File: src/rtl/vram_pkg.sv
// Shared types and constants for the VRAM arbiter: requester ownership tags,
// default bus widths and the fixed read-return latency.
package vram_pkg;

  localparam int ADDR_W_DEF   = 14;
  localparam int DATA_W_DEF   = 8;
  localparam int READ_LATENCY = 2;

  typedef enum logic [1:0] {
    OWN_NONE = 2'd0,
    OWN_VID  = 2'd1,
    OWN_CPU  = 2'd2
  } owner_t;

endpackage

File: src/rtl/vram_arbiter.sv
// Two-requester arbiter for a single-port synchronous VRAM: video scanout has
// priority except during blanking or once the CPU starvation guard expires.
module vram_arbiter
  import vram_pkg::*;
#(
  parameter int ADDR_W     = ADDR_W_DEF,
  parameter int DATA_W     = DATA_W_DEF,
  parameter int STARVE_MAX = 15
) (
  input  logic              I_clock,
  input  logic              I_reset,
  input  logic              I_vid_blank,
  input  logic              I_vid_req,
  input  logic [ADDR_W-1:0] I_vid_addr,
  output logic              O_vid_ack,
  output logic              O_vid_rvalid,
  output logic [DATA_W-1:0] O_vid_rdata,
  input  logic              I_cpu_req,
  input  logic              I_cpu_we,
  input  logic [ADDR_W-1:0] I_cpu_addr,
  input  logic [DATA_W-1:0] I_cpu_wdata,
  output logic              O_cpu_ack,
  output logic              O_cpu_rvalid,
  output logic [DATA_W-1:0] O_cpu_rdata,
  output logic              O_mem_en,
  output logic              O_mem_we,
  output logic [ADDR_W-1:0] O_mem_addr,
  output logic [DATA_W-1:0] O_mem_wdata,
  input  logic [DATA_W-1:0] I_mem_rdata
);

  localparam logic [7:0] STARVE_LIM = 8'(STARVE_MAX);

  logic [7:0]                  starve_cnt_r;
  logic                        cpu_force_s;
  logic                        vid_grant_s;
  logic                        cpu_grant_s;
  owner_t                      issue_s;
  owner_t [READ_LATENCY-1:0]   tag_r;
  logic                        mem_en_r;
  logic                        mem_we_r;
  logic [ADDR_W-1:0]           mem_addr_r;
  logic [DATA_W-1:0]           mem_wdata_r;

  // Grant selection for the current cycle from the live requests
  always_comb begin
    cpu_force_s = I_vid_blank || (starve_cnt_r == STARVE_LIM);
    vid_grant_s = 1'b0;
    cpu_grant_s = 1'b0;
    if (I_reset) begin
      vid_grant_s = 1'b0;
      cpu_grant_s = 1'b0;
    end else if (I_cpu_req && (!I_vid_req || cpu_force_s)) begin
      cpu_grant_s = 1'b1;
    end else if (I_vid_req) begin
      vid_grant_s = 1'b1;
    end else begin
      vid_grant_s = 1'b0;
      cpu_grant_s = 1'b0;
    end
  end

  // Owner of the read being issued this cycle; writes return nothing
  always_comb begin
    issue_s = OWN_NONE;
    if (cpu_grant_s && !I_cpu_we) begin
      issue_s = OWN_CPU;
    end else if (vid_grant_s) begin
      issue_s = OWN_VID;
    end else begin
      issue_s = OWN_NONE;
    end
  end

  // RAM command register; wdata only moves on a CPU write
  always_ff @(posedge I_clock) begin
    if (I_reset) begin
      mem_en_r    <= 1'b0;
      mem_we_r    <= 1'b0;
      mem_addr_r  <= '0;
      mem_wdata_r <= '0;
    end else if (cpu_grant_s) begin
      mem_en_r   <= 1'b1;
      mem_we_r   <= I_cpu_we;
      mem_addr_r <= I_cpu_addr;
      if (I_cpu_we) begin
        mem_wdata_r <= I_cpu_wdata;
      end
    end else if (vid_grant_s) begin
      mem_en_r   <= 1'b1;
      mem_we_r   <= 1'b0;
      mem_addr_r <= I_vid_addr;
    end else begin
      mem_en_r <= 1'b0;
      mem_we_r <= 1'b0;
    end
  end

  // Read-return owner pipeline; reset drops anything in flight
  always_ff @(posedge I_clock) begin
    if (I_reset) begin
      tag_r <= {READ_LATENCY{OWN_NONE}};
    end else begin
      tag_r[0] <= issue_s;
      for (int i = 1; i < READ_LATENCY; i++) begin
        tag_r[i] <= tag_r[i-1];
      end
    end
  end

  // Consecutive denied-CPU-cycle counter, saturating at the force threshold
  always_ff @(posedge I_clock) begin
    if (I_reset) begin
      starve_cnt_r <= 8'd0;
    end else if (!I_cpu_req || cpu_grant_s) begin
      starve_cnt_r <= 8'd0;
    end else if (starve_cnt_r != STARVE_LIM) begin
      starve_cnt_r <= starve_cnt_r + 8'd1;
    end
  end

  assign O_vid_ack    = vid_grant_s;
  assign O_cpu_ack    = cpu_grant_s;
  assign O_mem_en     = mem_en_r;
  assign O_mem_we     = mem_we_r;
  assign O_mem_addr   = mem_addr_r;
  assign O_mem_wdata  = mem_wdata_r;
  assign O_vid_rvalid = (tag_r[READ_LATENCY-1] == OWN_VID);
  assign O_cpu_rvalid = (tag_r[READ_LATENCY-1] == OWN_CPU);
  assign O_vid_rdata  = I_mem_rdata;
  assign O_cpu_rdata  = I_mem_rdata;

endmodule

File: config.mk
export PLATFORM = sky130hd
export DESIGN_NAME = vram_arbiter
export DESIGN_NICKNAME = d
export VERILOG_FILES = /design/src/rtl/vram_pkg.sv /design/src/rtl/vram_arbiter.sv
export SDC_FILE = /design/constraint.sdc
export NUM_CORES = 1
export LEC_CHECK = 0
export CELL_PAD_IN_SITES_DETAIL_PLACEMENT = 1
export CELL_PAD_IN_SITES_GLOBAL_PLACEMENT = 2
export CORE_MARGIN = 2
export CORE_UTILIZATION = 21
export CTS_BUF_LIST = sky130_fd_sc_hd__clkbuf_8
export DETAILED_ROUTE_END_ITERATION = 10
export PLACE_DENSITY = 0.87
export SETUP_SLACK_MARGIN = 0.1
export SLEW_MARGIN = 5
export SYNTH_ARGS = -nofsm -noshare
export SYNTH_HDL_FRONTEND = slang
export SYNTH_SLANG_ARGS = --single-unit
File: constraint.sdc
create_clock -name I_clock -period 2 [get_ports I_clock]
set_input_delay 0.3 -clock I_clock [delete_from_list [all_inputs] [get_ports I_clock]]
set_output_delay 0.3 -clock I_clock [all_outputs]
set_load 0.02 [all_outputs]
==> impl_metrics.py <==
metrics = {
    "sta": {
        "hold_violations": 0,
        "setup_viol": 0,
        "rsz0062_at_grt": "true",
        "min_period_over_period": 0.9153,
        "finalMaxSlewViolations": 0,
        "finalClockSkew_ps": 5.751,
        "tightest_slew_ps": 306.3,
        "timing.slew.headroom": 0.7942,
        "period_minus_slack_ps": 1831,
        "max_freq_mhz": 546.3,
        "hold_ws_ps": 442.5,
    },
    "logic_synthesis": {
        "synthAdderAreaFrac": 0.007616,
        "postSynthAreaPerCell_sq_um": 9.607,
        "synth_top_family_by_area": "simple AND/OR/NAND/NOR gates",
        "synth_xor_xnor_area_share": 0.03199,
        "synth-compound-area-share": 0.07921,
        "syn_inst": 171,
        "synth_seq_cells": 36,
        "yosys.area_share.simple": 0.2034,
        "synth_nets": 222,
        "synthDistinctLibCells": 24,
        "synth_area_sq_um": 1643,
        "yosysSeqAreaShare": 0.4387,
        "yosys-mux-area-fraction": 0.1340,
        "ys_warn_count": 0,
    },
    "drt": {
        "dr.pass1.iters": 3,
        "drt_iter0_drc": 21,
        "wl_per_cell_um": 12.85,
        "num_vias": 1440,
        "ant_nets": 0,
        "drt_wl_total_um": 4486,
        "post_drt_via_cell_ratio": 4.126,
        "drc": 0,
    },
    "setup_path": {
        "path_delay_family": "flip-flops",
        "worstRegToRegCells": 8,
        "cpPeakStageDelay_ps": 340,
        "path_cells": "ha_4 -> buf_6 -> and4_4 -> a221oi_4 -> nor2_1 -> buf_4",
        "start_kind": "register",
        "path_max_fanout": 2,
        "r2r_slack_ps": 210,
        "endpoint_kind": "output pin",
        "r2r-start": "starve_cnt_r[1]$_SDFFE_PP0N_",
        "criticalPathCategory": "reg2out",
        "worstPathRequired_ps": 1700,
        "r2r_end": "O_mem_wdata[3]$_SDFFE_PP0P_",
        "critPathArrivalTime_ps": 1530,
        "cp_slowest_cell": "dfxtp_2",
        "critical_path_buf_inv_count": 2,
    },
    "floorplanning": {
        "die_x_um": 92.45,
        "die_h_um": 92.45,
        "rows": 32,
        "die-area_sq_um": 8546,
        "io_pins": 94,
        "core_sq_um": 7647,
        "start_util": 0.2148,
    },
    "finish": {
        "syn_to_final_growth_pct": 60.32,
        "final_util": 0.3444,
        "final_cell_mix": "clkdlybuf4s50_1, dfxtp_1, nor2_1, buf_4, mux2i_1",
        "layout-drive-gt1-share": 0.1741,
        "antenna_cells": 0,
        "fin_nets": 297,
        "filler_cell_count": 875,
        "final_common_cell": "clkdlybuf4s50_1",
    },
    "clock_network": {
        "clk_pin_slew_ps": 70,
        "hold_buffers": 0,
        "cts_buffer_depth": 2,
        "cts_tree": "built",
        "cts_buffers": 5,
        "clk_latency_ps": 290,
        "cts_sinks": 36,
        "root_buffer": "clkbuf_8",
        "htree_levels": 2,
    },
    "placed_design": {
        "dp_hpwl_um": 3314,
        "place.gp.congestion": 0.7054,
        "numPortBuffers": 69,
    },
    "worst_hold_path": {
        "worstHoldPathType": "reg2reg",
        "hp-start": "tag_r[0]$_SDFF_PP0_",
        "hold_end": "tag_r[2]$_SDFF_PP0_",
        "holdPathStages": 1,
    },
    "pwr": {
        "switching_share": 0.2588,
        "comb_power_share": 0.216,
        "p_leak_nw": 1.016,
        "vdd_drop_max_mv": 0.2327,
        "p_switching_w": 0.0004313,
        "pwr-share-seq": 0.466,
        "p_int_w": 0.001235,
        "power-per-cell-area_nw_per_um2": 632.6,
        "p_clk_frac": 0.317,
    },
    "global_routing": {
        "grt_max_degree": 32,
        "antenna_found_initial": 0,
        "grtUsageTotal": 0.1064,
        "grt_pass1_wl_um": 7217,
        "grt_pass1_vias": 1531,
        "grt_overflow": 0,
    },
    "status": {
        "outcome": "completed",
    },
    "flow_run": {
        "cap_violations": 0,
    },
}
worst max path at each step:
stage                     cells after the start  slack, ps                    startpoint   endpoint
after floorplan                               5        180  starve_cnt_r[0]$_SDFFE_PP0N_  O_vid_ack
after global placement                        5       -190                     I_cpu_req  O_cpu_ack
after detailed placement                      5       -210                     I_cpu_req  O_cpu_ack
after CTS                                     6        120  starve_cnt_r[0]$_SDFFE_PP0N_  O_vid_ack
after global routing                          6         80  starve_cnt_r[1]$_SDFFE_PP0N_  O_vid_ack
final                                         6        170  starve_cnt_r[1]$_SDFFE_PP0N_  O_cpu_ack
area by class of cell:
| class | instances | area, sq um | area share |
|---|---|---|---|
| Inverter | 2 | 7.507 | 0.002850 |
| Clock inverter | 2 | 7.507 | 0.002850 |
| Clock buffer | 6 | 82.58 | 0.03135 |
| Sequential cell | 36 | 723.2 | 0.2746 |
| Timing Repair Buffer | 93 | 885.9 | 0.3363 |
| Tap cell | 102 | 127.6 | 0.04846 |
| Multi-Input combinational cell | 108 | 799.5 | 0.3036 |
metal layers:
metal / track usage / share of wire / routed length [um]
met5: 0 / 0 / 0
met4: 0.03234 / 0.0069 / 31
met3: 0.04475 / 0.082 / 370
met2: 0.1831 / 0.50 / 2254
met1: 0.1194 / 0.41 / 1829
sequential cells by signal, summed over array words and instances, names as in the netlist:
signal and cells:
O_mem_en 1, O_mem_wdata 8, tag_r 4, O_mem_addr 14, O_mem_we 1, starve_cnt_r 8
power by group through the flow:
stage	Sequential [W]	Combinational, W	Clock, W
after global routing	0.000782	0.000388	0.000591
after global placement	0.000792	0.000350	0
after CTS	0.000777	0.000365	0.000559
final	0.000777	0.000361	0.000528
after floorplan	0.000835	0.000157	0
after detailed placement	0.000792	0.000355	0
cell usage after synthesis:
cell | count | area, sq um
buf_4 | 18 | 135.1
ha_1 | 1 | 12.51
nor2b_1 | 6 | 37.54
and3_1 | 1 | 6.260
nand2_1 | 3 | 11.26
and4_1 | 1 | 8.760
a211oi_1 | 14 | 105.1
a221oi_2 | 1 | 15.01
xor2_1 | 2 | 17.52
nor3b_1 | 2 | 15.01
xnor2_1 | 4 | 35.03
mux2i_1 | 22 | 220.2
nand2b_1 | 16 | 100.1
clkbuf_1 | 4 | 15.01
dfxtp_1 | 36 | 720.7
a21oi_1 | 2 | 10.01
nor3_1 | 3 | 15.01
nor2_1 | 25 | 93.84
nand4b_1 | 1 | 8.760
buf_2 | 3 | 15.01
nor2_2 | 1 | 6.260
nand3_1 | 2 | 10.01
inv_1 | 2 | 7.510
nor4_4 | 1 | 21.27
metrics by stage:
| stage | setup WS, ps | total power (W) | setup TNS, ps | cell area [sq um] | std cells |
|---|---|---|---|---|---|
| floorplan | 183.1 | 0.0009916 | 0 | 1643 | 171 |
| global placement | -192.4 | 0.001142 | -1178 | 2455 | 335 |
| detailed placement | -215.0 | 0.001147 | -2389 | 2455 | 335 |
| CTS | 117.6 | 0.001702 | 0 | 2591 | 347 |
| global route | 82.69 | 0.001761 | 0 | 2634 | 349 |
| finish | 169.4 | 0.001666 | 0 | 2634 | 349 |
cells by family after synthesis:
kind of cell               Yosys count
adders and majority gates            1
buffers and inverters               27
xor gates and xnor gates             6
DFF                                 36
and+or+nand+nor                     62
muxes                               22
AOI/OAI and AO/OA                   17
what timing repair did:
action                                 4_1_cts  5_1_grt
pin swaps                                    5        5
setup buffers                                4        2
endpoints found under the hold margin        0        0
gates resized for setup                     18        5
setup endpoints to repair                   19       10
Power figures use the tool's default switching activity.
